==> src/rtl/multicycle_ctrl_if.sv <==
// Control/handshake bundle between the multi-cycle sequencer and the RV32I datapath.
// master = sequencer side, slave = datapath/memory side.
interface multicycle_ctrl_if;
  logic [31:0] instr;
  logic        br_taken;
  logic        mem_ready;
  logic        mem_req;
  logic        mem_we;
  logic        mem_addr_sel;
  logic        ir_we;
  logic        pc_we;
  logic [1:0]  pc_sel;
  logic        rf_we;
  logic [1:0]  wb_sel;
  logic        alu_a_sel;
  logic        alu_b_sel;
  logic        trap;
  logic [2:0]  state;
  logic [31:0] instret;

  modport master (
    input  instr, br_taken, mem_ready,
    output mem_req, mem_we, mem_addr_sel, ir_we, pc_we, pc_sel, rf_we, wb_sel,
           alu_a_sel, alu_b_sel, trap, state, instret
  );

  modport slave (
    output instr, br_taken, mem_ready,
    input  mem_req, mem_we, mem_addr_sel, ir_we, pc_we, pc_sel, rf_we, wb_sel,
           alu_a_sel, alu_b_sel, trap, state, instret
  );
endinterface

==> src/rtl/multicycle_ctrl.sv <==
// RV32I multi-cycle sequencer: FETCH/DECODE/EXEC/MEM/WB with memory timeout,
// sticky trap and retired-instruction counter.
module multicycle_ctrl #(
  parameter int MEM_TIMEOUT = 15
) (
  input  logic              clk,
  input  logic              rst_n,
  multicycle_ctrl_if.master bus
);
  localparam int CW = (MEM_TIMEOUT > 0) ? $clog2(MEM_TIMEOUT + 1) : 1;

  localparam logic [6:0] OP_LUI = 7'd55, OP_AUIPC = 7'd23, OP_JAL = 7'd111, OP_JALR = 7'd103,
                         OP_BR  = 7'd99, OP_LD    = 7'd3,  OP_ST  = 7'd35,  OP_OPI  = 7'd19,
                         OP_OP  = 7'd51;

  typedef enum logic [2:0] {
    S_FETCH = 3'd0, S_DECODE = 3'd1, S_EXEC = 3'd2, S_MEM = 3'd3, S_WB = 3'd4, S_TRAP = 3'd5
  } state_e;

  state_e        r_state, w_next;
  logic [CW-1:0] r_cnt;
  logic [31:0]   r_instret;
  logic [6:0]    w_op;
  logic          w_ld, w_st, w_legal, w_tmo, w_retire;
  logic          w_mem_req, w_mem_we, w_ir_we, w_pc_we, w_rf_we;

  assign w_op    = bus.instr[6:0];
  assign w_ld    = (w_op == OP_LD);
  assign w_st    = (w_op == OP_ST);
  assign w_legal = (w_op == OP_LUI) || (w_op == OP_AUIPC) || (w_op == OP_JAL) ||
                   (w_op == OP_JALR) || (w_op == OP_BR) || w_ld || w_st ||
                   (w_op == OP_OPI) || (w_op == OP_OP);
  // Trap on the cycle whose not-ready would make the count reach MEM_TIMEOUT.
  assign w_tmo   = (MEM_TIMEOUT > 0) && !bus.mem_ready && ((int'(r_cnt) + 1) >= MEM_TIMEOUT);

  always_comb begin
    w_next           = r_state;
    w_mem_req        = 1'b0;
    w_mem_we         = 1'b0;
    w_ir_we          = 1'b0;
    w_pc_we          = 1'b0;
    w_rf_we          = 1'b0;
    w_retire         = 1'b0;
    bus.mem_addr_sel = 1'b0;
    bus.pc_sel       = 2'd0;
    bus.wb_sel       = 2'd0;
    bus.alu_a_sel    = 1'b0;
    bus.alu_b_sel    = 1'b0;
    case (r_state)
      S_FETCH: begin
        w_mem_req = 1'b1;
        if (w_tmo)              w_next = S_TRAP;
        else if (bus.mem_ready) begin
          w_ir_we = 1'b1;
          w_next  = S_DECODE;
        end
      end
      S_DECODE: w_next = w_legal ? S_EXEC : S_TRAP;
      S_EXEC: begin
        bus.alu_a_sel = (w_op == OP_AUIPC) || (w_op == OP_JAL);
        bus.alu_b_sel = (w_op == OP_AUIPC) || (w_op == OP_JAL) || (w_op == OP_OPI) ||
                        w_ld || w_st || (w_op == OP_JALR);
        if (w_op == OP_BR) begin
          w_pc_we    = 1'b1;
          bus.pc_sel = {1'b0, bus.br_taken};
          w_retire   = 1'b1;
          w_next     = S_FETCH;
        end else if (w_ld || w_st) begin
          w_next = S_MEM;
        end else begin
          w_next = S_WB;
        end
      end
      S_MEM: begin
        w_mem_req        = 1'b1;
        bus.mem_addr_sel = 1'b1;
        w_mem_we         = w_st;
        if (w_tmo)              w_next = S_TRAP;
        else if (bus.mem_ready) begin
          if (w_st) begin
            w_pc_we  = 1'b1;
            w_retire = 1'b1;
            w_next   = S_FETCH;
          end else begin
            w_next = S_WB;
          end
        end
      end
      S_WB: begin
        w_rf_we    = 1'b1;
        w_pc_we    = 1'b1;
        w_retire   = 1'b1;
        w_next     = S_FETCH;
        bus.wb_sel = w_ld ? 2'd1 : ((w_op == OP_JAL) || (w_op == OP_JALR)) ? 2'd2 :
                     (w_op == OP_LUI) ? 2'd3 : 2'd0;
        bus.pc_sel = (w_op == OP_JAL) ? 2'd1 : (w_op == OP_JALR) ? 2'd2 : 2'd0;
      end
      S_TRAP:  w_next = S_TRAP;
      default: w_next = S_TRAP;
    endcase
  end

  always_ff @(posedge clk or negedge rst_n) begin
    if (!rst_n) r_state <= S_FETCH;
    else        r_state <= w_next;
  end

  always_ff @(posedge clk or negedge rst_n) begin
    if (!rst_n)                                                           r_cnt <= '0;
    else if ((w_next != r_state) && ((w_next == S_FETCH) || (w_next == S_MEM))) r_cnt <= '0;
    else if (bus.mem_ready)                                               r_cnt <= '0;
    else if (w_mem_req)                                                   r_cnt <= r_cnt + 1'b1;
  end

  always_ff @(posedge clk or negedge rst_n) begin
    if (!rst_n)        r_instret <= '0;
    else if (w_retire) r_instret <= r_instret + 32'd1;
  end

  // Strobes are gated by reset so nothing fires while FETCH is held in reset.
  assign bus.mem_req = w_mem_req & rst_n;
  assign bus.mem_we  = w_mem_we  & rst_n;
  assign bus.ir_we   = w_ir_we   & rst_n;
  assign bus.pc_we   = w_pc_we   & rst_n;
  assign bus.rf_we   = w_rf_we   & rst_n;
  assign bus.trap    = (r_state == S_TRAP);
  assign bus.state   = r_state;
  assign bus.instret = r_instret;
endmodule

==> src/flat_wrapper.sv <==
// flat-port wrapper written by rule: the top's interface ports become plain ports
module multicycle_ctrl_flat 
#(
  parameter int MEM_TIMEOUT = 15
)
  (clk, rst_n, bus_instr, bus_br_taken, bus_mem_ready, bus_mem_req, bus_mem_we, bus_mem_addr_sel, bus_ir_we, bus_pc_we, bus_pc_sel, bus_rf_we, bus_wb_sel, bus_alu_a_sel, bus_alu_b_sel, bus_trap, bus_state, bus_instret);
  multicycle_ctrl_if bus_i ();
  input  logic clk;
  input  logic rst_n;
  input wire logic [$bits(bus_i.instr)-1:0] bus_instr;
  input wire logic [$bits(bus_i.br_taken)-1:0] bus_br_taken;
  input wire logic [$bits(bus_i.mem_ready)-1:0] bus_mem_ready;
  output wire logic [$bits(bus_i.mem_req)-1:0] bus_mem_req;
  output wire logic [$bits(bus_i.mem_we)-1:0] bus_mem_we;
  output wire logic [$bits(bus_i.mem_addr_sel)-1:0] bus_mem_addr_sel;
  output wire logic [$bits(bus_i.ir_we)-1:0] bus_ir_we;
  output wire logic [$bits(bus_i.pc_we)-1:0] bus_pc_we;
  output wire logic [$bits(bus_i.pc_sel)-1:0] bus_pc_sel;
  output wire logic [$bits(bus_i.rf_we)-1:0] bus_rf_we;
  output wire logic [$bits(bus_i.wb_sel)-1:0] bus_wb_sel;
  output wire logic [$bits(bus_i.alu_a_sel)-1:0] bus_alu_a_sel;
  output wire logic [$bits(bus_i.alu_b_sel)-1:0] bus_alu_b_sel;
  output wire logic [$bits(bus_i.trap)-1:0] bus_trap;
  output wire logic [$bits(bus_i.state)-1:0] bus_state;
  output wire logic [$bits(bus_i.instret)-1:0] bus_instret;
  assign bus_i.instr = bus_instr;
  assign bus_i.br_taken = bus_br_taken;
  assign bus_i.mem_ready = bus_mem_ready;
  assign bus_mem_req = bus_i.mem_req;
  assign bus_mem_we = bus_i.mem_we;
  assign bus_mem_addr_sel = bus_i.mem_addr_sel;
  assign bus_ir_we = bus_i.ir_we;
  assign bus_pc_we = bus_i.pc_we;
  assign bus_pc_sel = bus_i.pc_sel;
  assign bus_rf_we = bus_i.rf_we;
  assign bus_wb_sel = bus_i.wb_sel;
  assign bus_alu_a_sel = bus_i.alu_a_sel;
  assign bus_alu_b_sel = bus_i.alu_b_sel;
  assign bus_trap = bus_i.trap;
  assign bus_state = bus_i.state;
  assign bus_instret = bus_i.instret;
  multicycle_ctrl #(.MEM_TIMEOUT(MEM_TIMEOUT)) u_core (.clk(clk), .rst_n(rst_n), .bus(bus_i));
endmodule
==> config.mk <==
export PLATFORM = sky130hd
export DESIGN_NAME = multicycle_ctrl_flat
export DESIGN_NICKNAME = d
export VERILOG_FILES = /design/src/rtl/multicycle_ctrl_if.sv /design/src/rtl/multicycle_ctrl.sv /design/src/flat_wrapper.sv
export SDC_FILE = /design/constraint.sdc
export NUM_CORES = 1
export LEC_CHECK = 0
export BUFFER_PORTS_ARGS = -buffer_cell sky130_fd_sc_hd__buf_4
export CAP_MARGIN = 20
export CORE_MARGIN = 2
export CORE_UTILIZATION = 45
export CTS_CLUSTER_SIZE = 16
export DETAILED_ROUTE_END_ITERATION = 10
export GPL_ROUTABILITY_DRIVEN = 0
export PLACE_DENSITY = 0.7
export SKIP_LAST_GASP = 1
export SYNTH_ARGS = -nofsm -noshare
export SYNTH_HDL_FRONTEND = slang
export SYNTH_SLANG_ARGS = --single-unit
export TNS_END_PERCENT = 5
==> constraint.sdc <==
create_clock -name clk -period 2.4 [get_ports clk]
set_clock_uncertainty 0.05 [all_clocks]
set_input_delay 0.36 -clock clk [delete_from_list [all_inputs] [get_ports clk]]
set_output_delay 0.36 -clock clk [all_outputs]
set_load 0.005 [all_outputs]
Yosys cells after proc, flatten, opt, wreduce, memory -nomap -nowiden

Cells that the tools add are included.
W data, S select, Z words.

Flip-flop bits (word level): 39
Input bits: 36

Order comparisons: 1
Muxes and demuxes: 34
Eq/ne operators: 16
Reductions and logical operators: 23
Bitwise logic cells: 5
Add/subtract/negate cells: 3

Operator list:

| operator                | number |
|---|---|
| $add A32 B1 Y32 const B | 1 |
| $ge A32 B5 Y1 const B   | 1 |
| $mux W3                 | 8 |
| $eq A7 B6 Y1 const B    | 3 |
| $eq A7 B7 Y1 const B    | 3 |
| $logic_or A1 B1 Y1      | 16 |
| $pmux W3 S5             | 1 |
| $eq A7 B5 Y1 const B    | 2 |
| $mux W1                 | 14 |
| $mux W2                 | 6 |
| $mux W4                 | 3 |
| $eq A3 B2 Y1 const B    | 3 |
| $eq A7 B2 Y1 const B    | 1 |
| $eq A3 B3 Y1 const B    | 2 |
| $logic_not A3 Y1        | 2 |
| $add A4 B1 Y5 const B   | 1 |
| $and A1 B1 Y1           | 5 |
| $add A4 B1 Y4 const B   | 1 |
| $pmux W2 S2             | 1 |
| $eq A3 B1 Y1 const B    | 1 |
| $ne A3 B3 Y1            | 1 |
| $pmux W1 S3             | 1 |
| $reduce_bool A3 Y1      | 1 |
| $logic_and A1 B1 Y1     | 2 |
| other kinds (2)         | 2 |

Longest topological paths before layout

Depth after elaboration: 15
Gate-level depth with buffers: 7
Depth with buffers taken out: 7

Least setup slack after synthesis

OpenSTA, ideal clock, no wires.

Path type: register -> register
Start: register u_core.r_state[0], in the netlist u_core.bus.state[0]
End: register u_core.r_instret[12], in the netlist u_core.bus.instret[12]
Path slack: 467 ps
Buffers on the path: 1
Required time: 2271 ps
Cell stages (with the launch flop): 7
Arrival time: 1803 ps
Cells stage by stage: dfrtp_1 -> buf_6 -> nand2b_4 -> a2111oi_4 -> o21ai_4 -> nor4_4 -> xor2_1

Longest elaborated chain between the ends: 2

Ends and longest elaborated chain:

| item                                                | RTL line               | source |
|---|---|---|
| from (decl)                                         | multicycle_ctrl.sv:20  | `state_e r_state, w_next;` |
| from (signal assigned)                              | multicycle_ctrl.sv:105 | `else r_state <= w_next;` |
| $eq A3 B3 Y1 / $eq A3 B2 Y1 (equally long branches) | multicycle_ctrl.sv:49  | `case (r_state)` |
| $pmux W1 S3 (*)                                     | multicycle_ctrl.sv:49  |  |
| to (signal assigned)                                | multicycle_ctrl.sv:117 | `else if (w_retire) r_instret <= r_instret + 32'd1;` |
| to (decl)                                           | multicycle_ctrl.sv:22  | `logic [31:0] r_instret;` |

Every way passes the cells marked *; elsewhere a longest branch is shown, timed or not.
A chain may end at the register's enable or synchronous reset.

Worst setup path in the final report

Start: register u_core.r_state[0], in the netlist u_core.bus.state[0]
End: output port bus_pc_we

Longest elaborated chain between the ends: 3

Ends and longest elaborated chain:

| item                                                | RTL line               | source |
|---|---|---|
| $eq A3 B3 Y1 / $eq A3 B2 Y1 (equally long branches) | multicycle_ctrl.sv:49  |  |
| $pmux W1 S3 (*)                                     | multicycle_ctrl.sv:49  |  |
| $and A1 B1 Y1 (*)                                   | multicycle_ctrl.sv:124 | `assign bus.pc_we = w_pc_we & rst_n;` |
| to (decl)                                           | flat_wrapper.sv:17     | `output wire logic [$bits(bus_i.pc_we)-1:0] bus_pc_we;` |

Marks and branches as above.

==> impl_metrics.json <==
{
  "synth.net_count": 279,
  "cp.required_ns": 1.99,
  "cts_buffers": 5,
  "rr_worst_depth": 7,
  "fmax_ghz": 0.440,
  "ys_top_cells_by_area": "dfrtp_1 41%, xor2_1 8.1%, xnor2_1 4.8%, nor3_1 3.2%, nor2_1 3.0%",
  "grt_pass1_wl_um": 8630,
  "ctsHtreeMaxLevel": 2,
  "r2r_end": "u_core.r_cnt[1]$_DFFE_PN0P_",
  "path_class": "reg -> out",
  "overflow": 0,
  "slew_headroom": 0.592,
  "crit_path_end_kind": "output pin",
  "final_area_sq_um": 3090,
  "synthesis.area_sq_um": 2380,
  "setup_viol": 0,
  "min_period_over_period": 0.946,
  "cp-start-kind": "register",
  "drt-total-wl_um": 5230,
  "grt_pass1_vias": 1873,
  "postRouteAntennaNets": 0,
  "reg2reg_slack_ns": 0.30,
  "ir_drop_mv": 0.380,
  "nFillCells": 427,
  "layout_setup_ws_ns": 0.130,
  "p_leak_nw": 1.45,
  "die_h_um": 76.7,
  "status": "finished clean",
  "rsz0062_at_grt": "no",
  "synth_warnings": 0,
  "hp-start": "bus_mem_ready",
  "grt_usage": 0.180,
  "maxCapViolCount": 0,
  "p_total_mw": 2.24,
  "clock_latency_ns": 0.29,
  "routedWlPerCell_um": 13.8,
  "first_pass_iters": 5,
  "placed_area_sq_um": 2940,
  "die-area_sq_um": 5880,
  "cts.clk_slew.worst_paths_ns": 0.08,
  "cts.sinks": 39,
  "ios": 84,
  "critical_path.max_fanout": 9,
  "ys_seq_area_frac": 0.411,
  "die_w_um": 76.7,
  "syn2layout_area_growth_pct": 29.8,
  "tns_ns": 0,
  "synth_cell_type_count": 57,
  "drt-initial-drc-count": 88,
  "finalCriticalPeriod_ns": 2.27,
  "finalHoldViolations": 0,
  "vias": 1989,
  "hp-class": "in -> reg",
  "hold_path_end": "u_core.bus.state[2]$_DFF_PN0_",
  "p_per_area_nw_per_um2": 726,
  "slew_viol_final": 0,
  "layout-drive-gt1-share": 0.311,
  "synth_edf_count": 0,
  "synth-async-reset-ratio": 1.00,
  "ys.flop_type": "dfrtp_1",
  "via_per_inst": 5.25,
  "cts_tree": "yes",
  "dp_slack_ns": 0.342,
  "synth_seq_cells": 39,
  "num_antenna_cells": 0,
  "antenna_found_initial": 0,
  "yosys.area.top_type": "dfrtp_1",
  "critPathArrivalTime_ns": 1.86,
  "worstMarginPinSlew_ns": 0.596,
  "layout.nets": 347,
  "rows": 26,
  "syn-mean-instance-area_sq_um": 9.91,
  "r2r-start": "u_core.r_cnt[0]$_DFFE_PN0P_",
  "numPortBuffers": 58,
  "root_buffer": "clkbuf_8",
  "drcViolationCount": 0,
  "start_util": 0.465,
  "core-area_sq_um": 5110,
  "netlist.area_leader.share": 0.411,
  "min_path_cells": 2,
  "syn_inst": 240,
  "postCtsSetupRepairBufs": 0,
  "hpwlAfterDp_um": 3750,
  "clock_tree.buffer_depth": 2,
  "grt_max_degree": 29
}
==> synth_stat cells (3+ instances only) <==
master / number
nor4_2: 4
inv_1: 12
nor2b_1: 4
nor3_1: 15
o21ai_0: 6
a31oi_1: 3
xor2_1: 22
ha_1: 3
nand2_1: 17
and2_1: 6
xnor2_1: 13
dfrtp_1: 39
nand3_1: 13
nor2_1: 19
clkbuf_1: 5
nand4_1: 4
a21oi_1: 7
==> cell usage in the layout (no fill, tap or decap), types with 2 or more instances in the layout <==
cell / synthesis / routed
buf_4: 1 / 68
dfrtp_1: 39 / 38
xor2_1: 22 / 22
nor2_1: 19 / 19
nand2_1: 17 / 17
nor3_1: 15 / 15
nand3_1: 13 / 13
xnor2_1: 13 / 13
inv_1: 12 / 12
a21oi_1: 7 / 7
and2_1: 6 / 6
o21ai_0: 6 / 6
clkbuf_8: 0 / 5
nor2b_1: 4 / 4
nand4_1: 4 / 4
nor4_2: 4 / 4
a31oi_1: 3 / 3
ha_1: 3 / 3
a211o_1: 2 / 2
or3_1: 2 / 2
nand2b_1: 2 / 2
a21o_1: 2 / 2
nand3b_1: 2 / 2
nor4_4: 2 / 2
o2111ai_1: 2 / 2
bufinv_16: 0 / 2
==> routing by layer <==
| layer | share of wire | global-route usage | vias up |
|---|---|---|---|
| li1 | - | - | 986 |
| met1 | 0.47 | 0.225 | 944 |
| met2 | 0.48 | 0.311 | 53 |
| met3 | 0.040 | 0.0388 | 6 |
| met4 | 0.010 | 0.0491 | 0 |
| met5 | 0 | 0 | - |
==> cells by family after synthesis <==
group | Yosys count | synth area share
xor+xnor | 35 | 0.129
flops | 39 | 0.411
fa+ha+maj | 3 | 0.0158
compound gates | 38 | 0.130
simple gates | 104 | 0.273
buf+inv | 20 | 0.0368
mux | 1 | 0.00474
==> report_power, final <==
part	leakage (nW)	internal [mW]	switching, mW
registers	0.497	0.731	0.115
logic	0.886	0.378	0.357
clock network	0.0644	0.415	0.244
total	1.45	1.52	0.716
==> final cells by class <==
type | instances | area (sq um) | share of cell area
sequential | 39 | 977 | 0.317
inverter | 12 | 45.0 | 0.0146
multi-input combinational | 181 | 1320 | 0.427
clock inverter | 3 | 67.6 | 0.0219
tap | 70 | 87.6 | 0.0284
timing repair buffer | 69 | 520 | 0.169
clock buffer | 5 | 68.8 | 0.0223
==> flip-flops by register name, summed over array words and instances (netlist names) <==
| signal | cells |
|---|---|
| u_core.bus.instret | 32 |
| u_core.bus.state | 3 |
| u_core.r_cnt | 4 |
==> per-stage QoR <==
| step | hold slack [ns] | util | std cells |
|---|---|---|---|
| 2_1_floorplan | 0.0144 | - | 240 |
| 3_3_place_gp | 0.247 | 0.575 | 370 |
| 3_5_place_dp | 0.249 | 0.575 | 370 |
| 4_1_cts | 0.341 | 0.604 | 379 |
| 5_1_grt | 0.373 | 0.604 | 379 |
| 6_report | 0.353 | 0.604 | 379 |
==> how the worst max path moves through the flow <==
| stage | startpoint | end |
|---|---|---|
| CTS | u_core.bus.state[0]$_DFF_PN0_ | bus_pc_we |
| global route | u_core.bus.state[0]$_DFF_PN0_ | bus_pc_we |
| detailed placement | bus_instr[6] | u_core.r_cnt[1]$_DFFE_PN0P_ |
| floorplan | u_core.bus.state[0]$_DFF_PN0_ | u_core.bus.instret[12]$_DFFE_PN0P_ |
| global placement | bus_instr[4] | u_core.r_cnt[1]$_DFFE_PN0P_ |
| finish | u_core.bus.state[0]$_DFF_PN0_ | bus_pc_we |
==> worst max-delay path, stage by stage (launching register included) <==
cell and delay [ns]:
dfrtp_2 0.48, nand2b_4 0.17, a2111oi_4 0.35, buf_4 0.23, nor2_1 0.10, nor2b_1 0.12, buf_4 0.12
==> repair_timing <==
item,CTS,global route
hold buffers,1,0
setup endpoints to repair,0,1
hold endpoints to repair,22,0
resized for setup,0,1
Power figures use the tool's default switching activity.
